### config.mk
export PLATFORM = sky130hd
export DESIGN_NAME = popcnt_accum_thresh
export DESIGN_NICKNAME = d
export VERILOG_FILES = /design/src/rtl/popcnt_accum_thresh.sv
export SDC_FILE = /design/constraint.sdc
export NUM_CORES = 1
export LEC_CHECK = 0
export CAP_MARGIN = 30
export CORE_MARGIN = 10
export CORE_UTILIZATION = 47
export CTS_CLUSTER_DIAMETER = 60
export DETAILED_ROUTE_END_ITERATION = 10
export GPL_ROUTABILITY_DRIVEN = 0
export PLACE_DENSITY = 0.76
export SYNTH_ARGS = -nofsm -noshare
export SYNTH_HDL_FRONTEND = slang
export SYNTH_SLANG_ARGS = --single-unit
export TNS_END_PERCENT = 50
### constraint.sdc
create_clock -name clk -period 2.2 [get_ports clk]
set_input_delay 0.44 -clock clk [delete_from_list [all_inputs] [get_ports clk]]
set_output_delay 0.44 -clock clk [all_outputs]
set_load 0.02 [all_outputs]
### src/rtl/popcnt_accum_thresh.sv
// Accumulates BEATS popcount beats per neuron and binarizes the sum.
// Define POPCNT_THRESH_EN to use the thr port; otherwise the threshold is (BEATS*LEN)/2.
module popcnt_accum_thresh #(
  parameter int LEN   = 450,
  parameter int BEATS = 4,
  parameter int CW    = $clog2(LEN),
  parameter int AW    = CW + $clog2(BEATS) + 1
) (
  input  logic          clk,
  input  logic          rst_n,
  input  logic          in_valid,
  output logic          in_ready,
  input  logic [CW-1:0] in_cnt,
  input  logic [AW-1:0] thr,
  output logic          out_valid,
  input  logic          out_ready,
  output logic [AW-1:0] out_acc,
  output logic          out_act,
  output logic          err
);

  typedef enum logic [1:0] {
    IDLE,
    ACCUM,
    DONE
  } state_t;

  localparam int BW = $clog2(BEATS + 1);
  localparam logic [BW-1:0] BEATS_C = BW'(BEATS);

  state_t        state, state_nx;
  logic [AW-1:0] acc, acc_nx;
  logic [BW-1:0] cnt, cnt_nx;
  logic [BW-1:0] cnt_inc;
  logic          err_nx;
  logic          take;
  logic          over;
  logic [AW-1:0] thr_eff;

`ifdef POPCNT_THRESH_EN
  logic [AW-1:0] thr_q, thr_nx;

  assign thr_eff = thr_q;

  always_ff @(posedge clk or negedge rst_n) begin
    if (!rst_n) thr_q <= '0;
    else        thr_q <= thr_nx;
  end

  always_comb begin
    thr_nx = thr_q;
    if (take && state == IDLE) thr_nx = thr;
  end
`else
  localparam logic [AW-1:0] THR_C = AW'((BEATS * LEN) / 2);
  logic unused_thr;

  assign unused_thr = ^thr;
  assign thr_eff    = THR_C;
`endif

  assign in_ready  = (state != DONE);
  assign take      = in_valid && in_ready;
  assign cnt_inc   = cnt + BW'(1);
  assign over      = ({{(32-CW){1'b0}}, in_cnt} > LEN);
  assign out_valid = (state == DONE);
  assign out_acc   = acc;
  assign out_act   = (state == DONE) && (acc >= thr_eff);

  always_ff @(posedge clk or negedge rst_n) begin
    if (!rst_n) begin
      state <= IDLE;
      acc   <= '0;
      cnt   <= '0;
      err   <= 1'b0;
    end else begin
      state <= state_nx;
      acc   <= acc_nx;
      cnt   <= cnt_nx;
      err   <= err_nx;
    end
  end

  always_comb begin
    state_nx = state;
    acc_nx   = acc;
    cnt_nx   = cnt;
    err_nx   = err | (take & over);
    unique case (state)
      IDLE: begin
        if (take) begin
          acc_nx   = AW'(in_cnt);
          cnt_nx   = BW'(1);
          state_nx = (BEATS == 1) ? DONE : ACCUM;
        end
      end
      ACCUM: begin
        if (take) begin
          acc_nx = acc + AW'(in_cnt);
          cnt_nx = cnt_inc;
          if (cnt_inc == BEATS_C) state_nx = DONE;
        end
      end
      DONE: begin
        // acc is left as-is so out_acc stays valid through the handshake
        if (out_ready) begin
          state_nx = IDLE;
          cnt_nx   = '0;
        end
      end
      default: state_nx = IDLE;
    endcase
  end

endmodule

# [Word level (Yosys, flattened, before mapping)]
# Cells that the tools add are included.
[totals] ff_bits=18 wordCells=38 in_bits=25 output_inout_bits=16
[classes] magnitude_cmp=2 eq_ne=8 n_reduce_logical=8 n_mux=12 addsub=2 bitwise_logic=2
[op_table] cell="two-way mux 12 bit" n=2
[op_table] cell="case mux 12 bit (2 select lines)" n=1
[op_table] cell="adder 12 x 9 -> 12 bit" n=1
[op_table] cell=">= comparator 12 x 10 -> 1 bit (second input constant)" n=1
[op_table] cell="> comparator 9 bit (second input constant)" n=1
[op_table] cell="two-way mux 3 bit" n=3
[op_table] cell="case mux 3 bit (3 select lines)" n=1
[op_table] cell="two-way mux 2 bit" n=4
[op_table] cell="inequality test 2 bit (second input constant)" n=4
[op_table] cell="AND reduction 4 bit" n=2
[op_table] cell="case mux 2 bit (3 select lines)" n=1
[op_table] cell="adder 3 x 1 -> 3 bit (second input constant)" n=1
[op_table] cell="== test 3 bit (second input constant)" n=1
[op_table] cell="AND reduction 3 bit" n=1
[op_table] cell="nonzero test 3 bit" n=1
[op_table] cell="== test 2 x 1 -> 1 bit (second input constant)" n=1
[op_table] cell="== test 2 bit (second input constant)" n=1
[op_table] cell="logical AND 1 bit" n=2
[op_table] cell="logical NOT 2 bit" n=1
[op_table] cell="inequality test 2 x 1 -> 1 bit (second input constant)" n=1
[op_table] cell="nonzero test 2 bit" n=1
[op_table] cell="AND 1 bit" n=1
[op_table] cell="bitwise OR 1 bit" n=1

# [Depth between registers and ports, before layout]
# Gate-level depths: netlist (run 1).
[depth] depth_word=5 ltp_mapped=9 mapped_depth_nobuf=9

# [Worst setup path after synthesis (run 1)]
# No wires, ideal clock.
[synth_path] kind="flip-flop to flip-flop" from="register acc[0], in the netlist out_acc[0]" to="register acc[8], in the netlist out_acc[8]" arrival_ps=1984 setup_time_ps=122 t_required_ps=2078 path_buffers=0 stages_incl_launch_ff=10 period_less_slack_ps=2106 path_slack_ps=94 cell_sequence="dfrtp_1 > ha_1 > inv_1 > fa_1 > and2b_1 > o21ai_1 > and2_1 > o31ai_2 > mux2i_1 > nand2_1"
[synth_between] elab_chain_cells=3
[synth_lines] item="start, declared" line="32" text="logic [AW-1:0] acc, acc_nx;"
[synth_lines] item="start signal, assigned" line="78" text="acc <= acc_nx;"
[synth_lines] item="adder 12 x 9 -> 12 bit" line="99" text="acc_nx = acc + AW'(in_cnt);"
[synth_lines] item="two-way mux 12 bit" line="98" text="if (take) begin"
[synth_lines] item="case mux 12 bit (2 select lines)" line="89" text="unique case (state)"
# Every way passes these cells. The select of a mux whose other input is x is not followed.
# A chain may end at the register's enable or synchronous reset.

# [Worst setup path in the final report (run 1)]
[layout_path] from="input in_cnt[1]" to="register acc[8], in the netlist out_acc[8]"
[layout_between] elab_chain_cells=3
[layout_lines] item="start, declared" line="13" text="input logic [CW-1:0] in_cnt,"
[layout_lines] item="adder 12 x 9 -> 12 bit" line="99"
[layout_lines] item="two-way mux 12 bit" line="98"
[layout_lines] item="case mux 12 bit (2 select lines)" line="89"
# Every way passes these cells. The select of a mux whose other input is x is not followed.

==> impl_metrics.env, run 1 <==
export IMPL_multi_input_area_um2=947
export IMPL_layout_common_cells="buf_4, clkdlybuf4s50_1, nand2_1"
export IMPL_wire_per_inst_um=16.9
export IMPL_timing_slew_headroom_pct=43.7
export IMPL_syn_area_um2=1410
export IMPL_grt_pass1_wl_mm=6.99
export IMPL_die_area_um2=5580
export IMPL_ys_warn_count=0
export IMPL_vias=1498
export IMPL_final_util_pct=71.1
export IMPL_placed_cell_area_um2=1910
export IMPL_overflow=0
export IMPL_rr_worst_depth=9
export IMPL_cts_inserted_buffers=3
export IMPL_core_rowCount=19
export IMPL_synth_compound_area_share_pct=23.4
export IMPL_layout_drive_gt1_share_pct=23.9
export IMPL_numPlacedInstances=247
export IMPL_core_um2=2810
export IMPL_clkTransAtPathRegs_ps=120
export IMPL_synth_simple_area_share_pct=20.0
export IMPL_cts_tree="done"
export IMPL_synth_area_leaders="dfrtp_1, ha_1, a21oi_1, nand2_1, o21ai_0"
export IMPL_worst_slack_ps=32.6
export IMPL_final_common_cell="buf_4"
export IMPL_critical_path_max_fanout=3
export IMPL_htree_levels=1
export IMPL_ff_latch_area_um2=450
export IMPL_grt_max_degree=20
export IMPL_final_area_um2=1990
export IMPL_nets=264
export IMPL_die_height_um=74.7
export IMPL_dp_hpwl_mm=3.17
export IMPL_skew_ps=4.18
export IMPL_cp_end_kind="register"
export IMPL_die_w_um=74.7
export IMPL_power_density_nw_per_um2=1460
export IMPL_cts_hold_buf=0
export IMPL_hold_viol=0
export IMPL_finalCritPeriodShare_pct=98.5
export IMPL_grt_pass1_vias=1532
export IMPL_wl_mm=4.27
export IMPL_synth_seq_cells=18
export IMPL_area_growth_pct=41.7
export IMPL_io_pins=41
export IMPL_num_fill_cells=213
export IMPL_path_class="input pin to register"
export IMPL_port_buffers=28
export IMPL_drtPass1Iterations=4
export IMPL_synth_top_area_cell="dfrtp_1"
export IMPL_synth_top_family_by_area="compound AO/OA/AOI/OAI gates"
export IMPL_cts_sinks=18
export IMPL_cts_buffer_depth=2
export IMPL_synthMuxAreaShare_pct=3.65
export IMPL_setup_viol=0
export IMPL_final_max_slew_viol_count=0
export IMPL_power_leakage_uw=0.000928
export IMPL_initial_core_util_pct=50.1
export IMPL_status="completed"
export IMPL_post_drt_via_cell_ratio=5.92
export IMPL_pre_cts_slack_ps=-500
export IMPL_ir_drop_v=0.000815
export IMPL_antenna_cells=0
export IMPL_cp_start_kind="input pin"
export IMPL_syn_inst=165
export IMPL_antenna_found_initial=0
export IMPL_ant_nets=0
export IMPL_synth_xor_xnor_area_share_pct=2.49
export IMPL_cp_required_ps=2410
export IMPL_finalCriticalPeriod_ps=2170
export IMPL_clk_latency_ps=310
export IMPL_synth_nets=206
export IMPL_root_buffer="clkbuf_4"
export IMPL_synth_top_area_share_pct=32.0
export IMPL_drv_cap=0
export IMPL_hp_class="input pin to asynchronous set/reset pin"
export IMPL_rsz0062_at_grt="yes"
export IMPL_arrival_ps=2380
export IMPL_max_freq_mhz=461
export IMPL_drt_iter0_drc=111
export IMPL_synth_avg_cell_area_um2=8.52
export IMPL_ys_seq_area_share_pct=32.0
export IMPL_synth_adder_area_share_pct=14.8
export IMPL_post_route_drc_count=0
export IMPL_track_usage_pct=15.7
export IMPL_final_cells=253
export IMPL_synthDistinctLibCells=42
export IMPL_worstMarginPinSlew_ps=845
[flip-flops by register name (all words and copies together) (netlist names)]
name / cells
state: 2
cnt: 3
out_acc: 12
err: 1
[power breakdown]
part           internal, µW  switching (µW)
clock network           101             121
registers               484             158
logic                   951            1090
[worst max-delay path, stage by stage]
cell and delay [ps]:
clkdlybuf4s50_1 490, inv_2 50, fa_2 390, and2b_1 230, o21ai_1 110, and2_4 200, o31ai_4 190, mux2i_1 210
nand2_1 60
[per-layer routing]
layer	GRT usage [%]	up-vias	share of wire (%)
li1	-	713	-
met1	18.5	710	40
met2	27.4	62	50
met3	3.81	13	7.0
met4	5.46	0	2.3
met5	0	-	0
[cells in the mapped netlist]
cell,count
o41ai_2,1
a31o_1,2
o2111ai_1,1
mux2_2,1
buf_2,2
fa_1,1
nor3_1,5
xor2_1,2
xnor2_1,2
a21oi_1,19
and2b_1,2
a21o_2,2
nand4_1,3
a32oi_1,1
buf_4,1
inv_1,7
nor2b_1,2
o31ai_2,1
nand3b_1,1
clkinv_1,1
a211oi_1,1
ha_1,15
o21bai_1,1
a21o_1,2
o21ai_2,1
a22o_1,1
or3_1,1
clkbuf_1,1
mux2i_1,4
o31ai_1,1
or4_1,2
nor2_1,10
a21oi_2,1
and3_1,5
nand2_1,21
a31oi_1,3
o21ai_0,9
nor2_2,2
and2_1,1
o21ai_1,5
dfrtp_1,18
nand3_1,3
[final cells by class]
type	instances	share of cell area, %
multi-input combinational	135	47.5
timing repair buffer	57	24.6
sequential	18	22.6
tap	31	1.95
clock buffer	4	1.82
inverter	8	1.51
[path summary, 6_finish.rpt]
check / end / start / slack (ps)
max reg2reg: out_acc[8]$_DFFE_PN0P_ / out_acc[0]$_DFFE_PN0P_ / 100
min reg2reg: err$_DFF_PN0_ / err$_DFF_PN0_ / 510
min: out_acc[5]$_DFFE_PN0P_ / rst_n / 450
min in group clk: err$_DFF_PN0_ / err$_DFF_PN0_ / 510
max in group asynchronous: out_acc[8]$_DFFE_PN0P_ / rst_n / 1540
max: out_acc[8]$_DFFE_PN0P_ / in_cnt[1] / 30
[per-stage QoR]
| step | setup TNS [ps] | hold WS (ps) | power [µW] |
|---|---|---|---|
| final | 0 | 450 | 2900 |
| after CTS | 0 | 466 | 2840 |
| after detailed placement | -2450 | 488 | 2540 |
| after floorplan | 0 | 144 | 1780 |
| after global routing | -67.0 | 454 | 3150 |
| after global placement | -1860 | 465 | 2460 |
[cells by family (layout without fill, tap and decap cells)]
| logic type | after synthesis | after routing |
|---|---|---|
| simple gates | 58 | 58 |
| mux | 5 | 5 |
| flops | 18 | 18 |
| xor+xnor | 4 | 4 |
| fa+ha+maj | 16 | 16 |
| buf+inv | 12 | 69 |
| compound gates | 52 | 52 |
[repair_timing]
| item | in CTS | in global routing |
|---|---|---|
| pin swaps | 3 | 1 |
| resized for setup | 13 | 5 |
| endpoints found under the setup margin | 6 | 6 |
| buffers inserted | 1 | 1 |
Power figures use the tool's default switching activity.
==> run 2: changes to the inputs <==
--- a/config.mk
+++ b/config.mk
@@ -12,6 +12,7 @@
 export DETAILED_ROUTE_END_ITERATION = 10
 export GPL_ROUTABILITY_DRIVEN = 0
 export PLACE_DENSITY = 0.76
+export SKIP_LAST_GASP = 1
 export SYNTH_ARGS = -nofsm -noshare
 export SYNTH_HDL_FRONTEND = slang
 export SYNTH_SLANG_ARGS = --single-unit
==> run 2 against run 1 <==
The flow now finishes with violations (negative setup slack). Sequential share of layout area shrank 0.071 points. Register-to-register slack is essentially flat. Design area grew 0.31%. Sequential power is essentially flat. Sequential cell count is the same. Via count shrank 0.73%. Core utilization grew 0.22 points. First-iteration DRC count shrank 24%. Combinational power is essentially flat. Clock power is essentially flat. Maximum frequency shrank 3.4%. Critical path type is now register to output port.
==> impl_metrics.env, run 2 (synthesized netlist as in run 1, its figures left out) <==
export IMPL_total_power_uw=2890
export IMPL_drt_iter0_drc=84
export IMPL_area_growth_pct=42.2
export IMPL_vias=1487
export IMPL_switching_share_pct=46.9
export IMPL_port_buffers=28
export IMPL_num_fill_cells=213
export IMPL_antenna_cells=0
export IMPL_cts_inserted_buffers=3
export IMPL_dp_hpwl_mm=3.17
export IMPL_core_rowCount=19
export IMPL_violations="negative setup slack"
export IMPL_worstMarginPinSlew_ps=841
export IMPL_multi_input_area_um2=943
export IMPL_root_buffer="clkbuf_4"
export IMPL_rsz0062_at_grt="yes"
export IMPL_cp_end_kind="output port"
export IMPL_max_freq_mhz=446
export IMPL_path_cells="or4_4 > o2111ai_2 > a21oi_1 > clkdlybuf4s15_2"
export IMPL_p_comb_share_pct=70.1
export IMPL_timing_rr_end="out_acc[8]$_DFFE_PN0P_"
export IMPL_initial_core_util_pct=50.1
export IMPL_post_route_drc_count=0
export IMPL_p_seq_share_pct=22.2
export IMPL_worst_slack_ps=-43.7
export IMPL_reg2reg_from="out_acc[0]$_DFFE_PN0P_"
export IMPL_core_um2=2810
export IMPL_whs_ps=451
export IMPL_die_w_um=74.7
export IMPL_setup_viol=1
export IMPL_drtPass1Iterations=4
export IMPL_overflow=0
export IMPL_die_height_um=74.7
export IMPL_final_max_slew_viol_count=0
export IMPL_layout_drive_gt1_share_pct=23.4
export IMPL_cts_tree="done"
export IMPL_clk_latency_ps=310
export IMPL_grt_pass1_vias=1533
export IMPL_finalCritPeriodShare_pct=102
export IMPL_ant_nets=0
export IMPL_ir_drop_v=0.000813
export IMPL_grt_pass1_wl_mm=7.00
export IMPL_power_switching_uw=1360
export IMPL_arrival_ps=1800
export IMPL_status="complete, but fails checks"
export IMPL_critical_path_buf_inv_count=1
export IMPL_power_leakage_uw=0.000928
export IMPL_largest_reg_flops=12
export IMPL_final_common_cell="buf_4"
export IMPL_critPathTopFamily="simple AND/OR/NAND/NOR gates"
export IMPL_pwr_share_clk_pct=7.7
export IMPL_path_class="register to output port"
export IMPL_rr_worst_depth=9
export IMPL_cp_required_ps=1760
export IMPL_layout_common_cells="buf_4, clkdlybuf4s50_1, nand2_1"
export IMPL_post_drt_via_cell_ratio=5.88
export IMPL_finalCriticalPeriod_ps=2240
export IMPL_critical_path_max_fanout=2
export IMPL_cp_start_kind="register"
export IMPL_internal_power_uw=1530
export IMPL_nets=264
export IMPL_antenna_found_initial=0
export IMPL_cts_buffer_depth=2
export IMPL_ff_latch_area_um2=450
export IMPL_hold_viol=0
export IMPL_cp_slowest_cell="or4_4"
export IMPL_cts_sinks=18
export IMPL_rrSetupSlack_ps=100
export IMPL_skew_ps=3.42
export IMPL_drv_cap=0
export IMPL_hp_class="input pin to asynchronous set/reset pin"
export IMPL_power_density_nw_per_um2=1450
export IMPL_timing_slew_headroom_pct=43.9
export IMPL_htree_levels=1
export IMPL_grt_max_degree=20
export IMPL_clkTransAtPathRegs_ps=120
export IMPL_wl_mm=4.25
export IMPL_track_usage_pct=15.8
export IMPL_wire_per_inst_um=16.8
export IMPL_io_pins=41
export IMPL_die_area_um2=5580
export IMPL_cp_slowest_stage_delay_ps=540
==> run 2: per-layer routing <==
layer | vias up | part of all wire [%] | global-route usage, %
met5 | - | 0 | 0
met4 | 0 | 1.8 | 5.46
met3 | 11 | 6.5 | 3.81
met2 | 55 | 51 | 27.4
met1 | 708 | 41 | 18.6
li1 | 713 | - | -
==> run 2: how the worst max path moves through the flow <==
stage                     slack, ps                endpoint              startpoint  cells after the start
after detailed placement       -500  out_acc[8]$_DFFE_PN0P_               in_cnt[0]                     10
after global routing           -110                 out_act  out_acc[4]$_DFFE_PN0P_                      4
final                           -40                 out_act  out_acc[4]$_DFFE_PN0P_                      4
after global placement         -430  out_acc[8]$_DFFE_PN0P_               in_cnt[0]                     10
after CTS                       -80                 out_act  out_acc[4]$_DFFE_PN0P_                      4
after floorplan                  90  out_acc[8]$_DFFE_PN0P_  out_acc[0]$_DFFE_PN0P_                      9
==> run 2: repair_timing <==
action                     CTS  global route
setup buffers                1             1
setup endpoints to repair    6             7
gates resized for setup     11             5
hold buffers                 0             0
pin swaps                    3             0
==> run 2: power groups by stage <==
stage	logic [µW]	registers [µW]	clock network (µW)
detailed placement	1910	638	0
floorplan	1020	758	0
global route	2230	671	243
CTS	1970	639	227
finish	2030	642	222
global placement	1840	625	0
==> run 2: stage by stage <==
step | cell area, µm² | util [%] | cells | setup WS [ps] | TNS (ps)
6_report | 2000 | 71.3 | 253 | -43.7 | -43.7
5_1_grt | 2000 | 71.3 | 253 | -111 | -204
4_1_cts | 1980 | 70.6 | 252 | -79.2 | -130
3_5_place_dp | 1910 | 68.0 | 247 | -500 | -2450
3_3_place_gp | 1910 | 68.0 | 247 | -433 | -1860
2_1_floorplan | 1410 | - | 165 | 93.9 | 0
==> run 2: layout make-up <==
| cell class | count | area share (%) |
|---|---|---|
| Inverter | 8 | 1.50 |
| Clock buffer | 4 | 1.81 |
| Tap cell | 31 | 1.94 |
| Timing Repair Buffer | 57 | 25.0 |
| Multi-Input combinational cell | 135 | 47.2 |
| Sequential cell | 18 | 22.5 |
==> run 3: changes to the inputs <==
--- a/config.mk
+++ b/config.mk
@@ -6,12 +6,14 @@
 export NUM_CORES = 1
 export LEC_CHECK = 0
 export CAP_MARGIN = 30
+export CORE_ASPECT_RATIO = 1.2
 export CORE_MARGIN = 10
 export CORE_UTILIZATION = 47
 export CTS_CLUSTER_DIAMETER = 60
 export DETAILED_ROUTE_END_ITERATION = 10
 export GPL_ROUTABILITY_DRIVEN = 0
 export PLACE_DENSITY = 0.76
+export REMOVE_ABC_BUFFERS = 1
 export SKIP_LAST_GASP = 1
 export SYNTH_ARGS = -nofsm -noshare
 export SYNTH_HDL_FRONTEND = slang
==> run 3 against run 2 <==
The run now ends clean. Highest routed layer unchanged. Largest cell class unchanged. First-iteration DRC count up 2.4%. Critical path depth stayed put. Sequential share of layout area increased by 0.40 points. Design area decreased by 1.8%.
==> impl_metrics.env, run 3 (synthesized netlist as in run 1, its figures left out) <==
export IMPL_rr_worst_depth=9
export IMPL_setup_tns_ps=0
export IMPL_area_growth_pct=39.7
export IMPL_antenna_cells=0
export IMPL_drv_cap=0
export IMPL_hold_viol=0
export IMPL_timing_slew_headroom_pct=49.7
export IMPL_finalCriticalPeriod_ps=2160
export IMPL_grt_max_degree=20
export IMPL_rsz0062_at_grt="yes"
export IMPL_critical_path_max_fanout=2
export IMPL_cts_buffer_depth=2
export IMPL_vias=1476
export IMPL_power_density_nw_per_um2=1430
export IMPL_status="completed"
export IMPL_numPlacedInstances=250
export IMPL_worstMarginPinSlew_ps=754
export IMPL_finalCritPeriodShare_pct=98.1
export IMPL_dp_hpwl_mm=3.30
export IMPL_initial_core_util_pct=49.6
export IMPL_hp_class="input pin to asynchronous set/reset pin"
export IMPL_wire_per_inst_um=16.4
export IMPL_pre_cts_slack_ps=-531
export IMPL_final_common_cell="buf_4"
export IMPL_layout_common_cells="buf_4, clkdlybuf4s50_1, nand2_1"
export IMPL_layout_drive_gt1_share_pct=20.9
export IMPL_power_leakage_uw=0.000925
export IMPL_cp_end_kind="output port"
export IMPL_die_height_um=79.9
export IMPL_arrival_ps=1720
export IMPL_reg2reg_from="out_acc[0]$_DFFE_PN0P_"
export IMPL_drtPass1Iterations=6
export IMPL_core_um2=2840
export IMPL_cp_start_kind="register"
export IMPL_nets=263
export IMPL_post_route_drc_count=0
export IMPL_skew_ps=1.29
export IMPL_clk_latency_ps=300
export IMPL_track_usage_pct=14.8
export IMPL_root_buffer="clkbuf_4"
export IMPL_final_cells=254
export IMPL_cp_required_ps=1760
export IMPL_rrSetupSlack_ps=210
export IMPL_die_area_um2=5590
export IMPL_drt_iter0_drc=86
export IMPL_io_pins=41
export IMPL_cts_tree="done"
export IMPL_ant_nets=0
export IMPL_die_w_um=69.9
export IMPL_max_freq_mhz=464
export IMPL_largest_reg_flops=12
export IMPL_cts_inserted_buffers=3
export IMPL_grt_pass1_vias=1521
export IMPL_total_power_uw=2810
export IMPL_path_class="register to output port"
export IMPL_ir_drop_v=0.000762
export IMPL_wl_mm=4.18
export IMPL_overflow=0
export IMPL_grt_pass1_wl_mm=6.94
export IMPL_antenna_found_initial=0
export IMPL_timing_rr_end="out_acc[8]$_DFFE_PN0P_"
export IMPL_cts_sinks=18
export IMPL_core_rowCount=21
export IMPL_whs_ps=471
export IMPL_htree_levels=1
export IMPL_port_buffers=28
export IMPL_post_drt_via_cell_ratio=5.81
export IMPL_final_max_slew_viol_count=0
export IMPL_setup_viol=0
export IMPL_clkTransAtPathRegs_ps=100
export IMPL_worst_slack_ps=42.7
-- run 3: worst max path at each step --
stage	from	end	slack, ps
6_report	out_acc[4]$_DFFE_PN0P_	out_act	40
5_1_grt	out_acc[4]$_DFFE_PN0P_	out_act	-20
4_1_cts	state[0]$_DFFE_PN0P_	in_ready	-10
3_5_place_dp	in_cnt[0]	out_acc[8]$_DFFE_PN0P_	-530
3_3_place_gp	in_cnt[0]	out_acc[8]$_DFFE_PN0P_	-450
2_1_floorplan	out_acc[0]$_DFFE_PN0P_	out_acc[8]$_DFFE_PN0P_	90
-- run 3: critical path, cell delays in order, from the launching register on --
cell       delay, ps
dfrtp_1          390
or4_1            560
o2111ai_1        210
a21oi_1           90
buf_2            160
-- run 3: metrics by stage --
| step | area (µm²) | util [%] |
|---|---|---|
| floorplan | 1390 | - |
| CTS | 1960 | 69.0 |
| global placement | 1910 | 67.3 |
| finish | 1960 | 69.2 |
| global route | 1960 | 69.2 |
| detailed placement | 1910 | 67.3 |
-- run 3: final cells by class --
class	count	area, µm²
Multi-Input combinational cell	135	930
Fill cell	251	873
Timing Repair Buffer	56	489
Sequential cell	18	450
Tap cell	34	42.5
Inverter	8	30.0
Clock buffer	3	22.5
-- run 3: per-layer routing --
layer  share of wire [%]  vias to the layer above  wire length, µm  GRT usage (%)
met2                  53                       46             2220           27.7
met1                  39                      709             1630           15.4
li1                    -                      713                -              -
met5                   0                        -                0              0
met3                 5.4                        8              225           3.23
met4                 2.5                        0              106           6.52
-- run 3: timing repair --
| action | 4_1_cts | 5_1_grt |
|---|---|---|
| resized for setup | 12 | 2 |
| setup buffers | 1 | 0 |
| endpoints found under the setup margin | 6 | 8 |
| hold buffers | 0 | 0 |
| pin swaps | 4 | 5 |
-- run 3: power breakdown --
part	switching (µW)	internal, µW	leakage (µW)
clock network	104	64.0	0.0000138
logic	1080	937	0.000694
registers	141	484	0.000217
total	1330	1480	0.000925
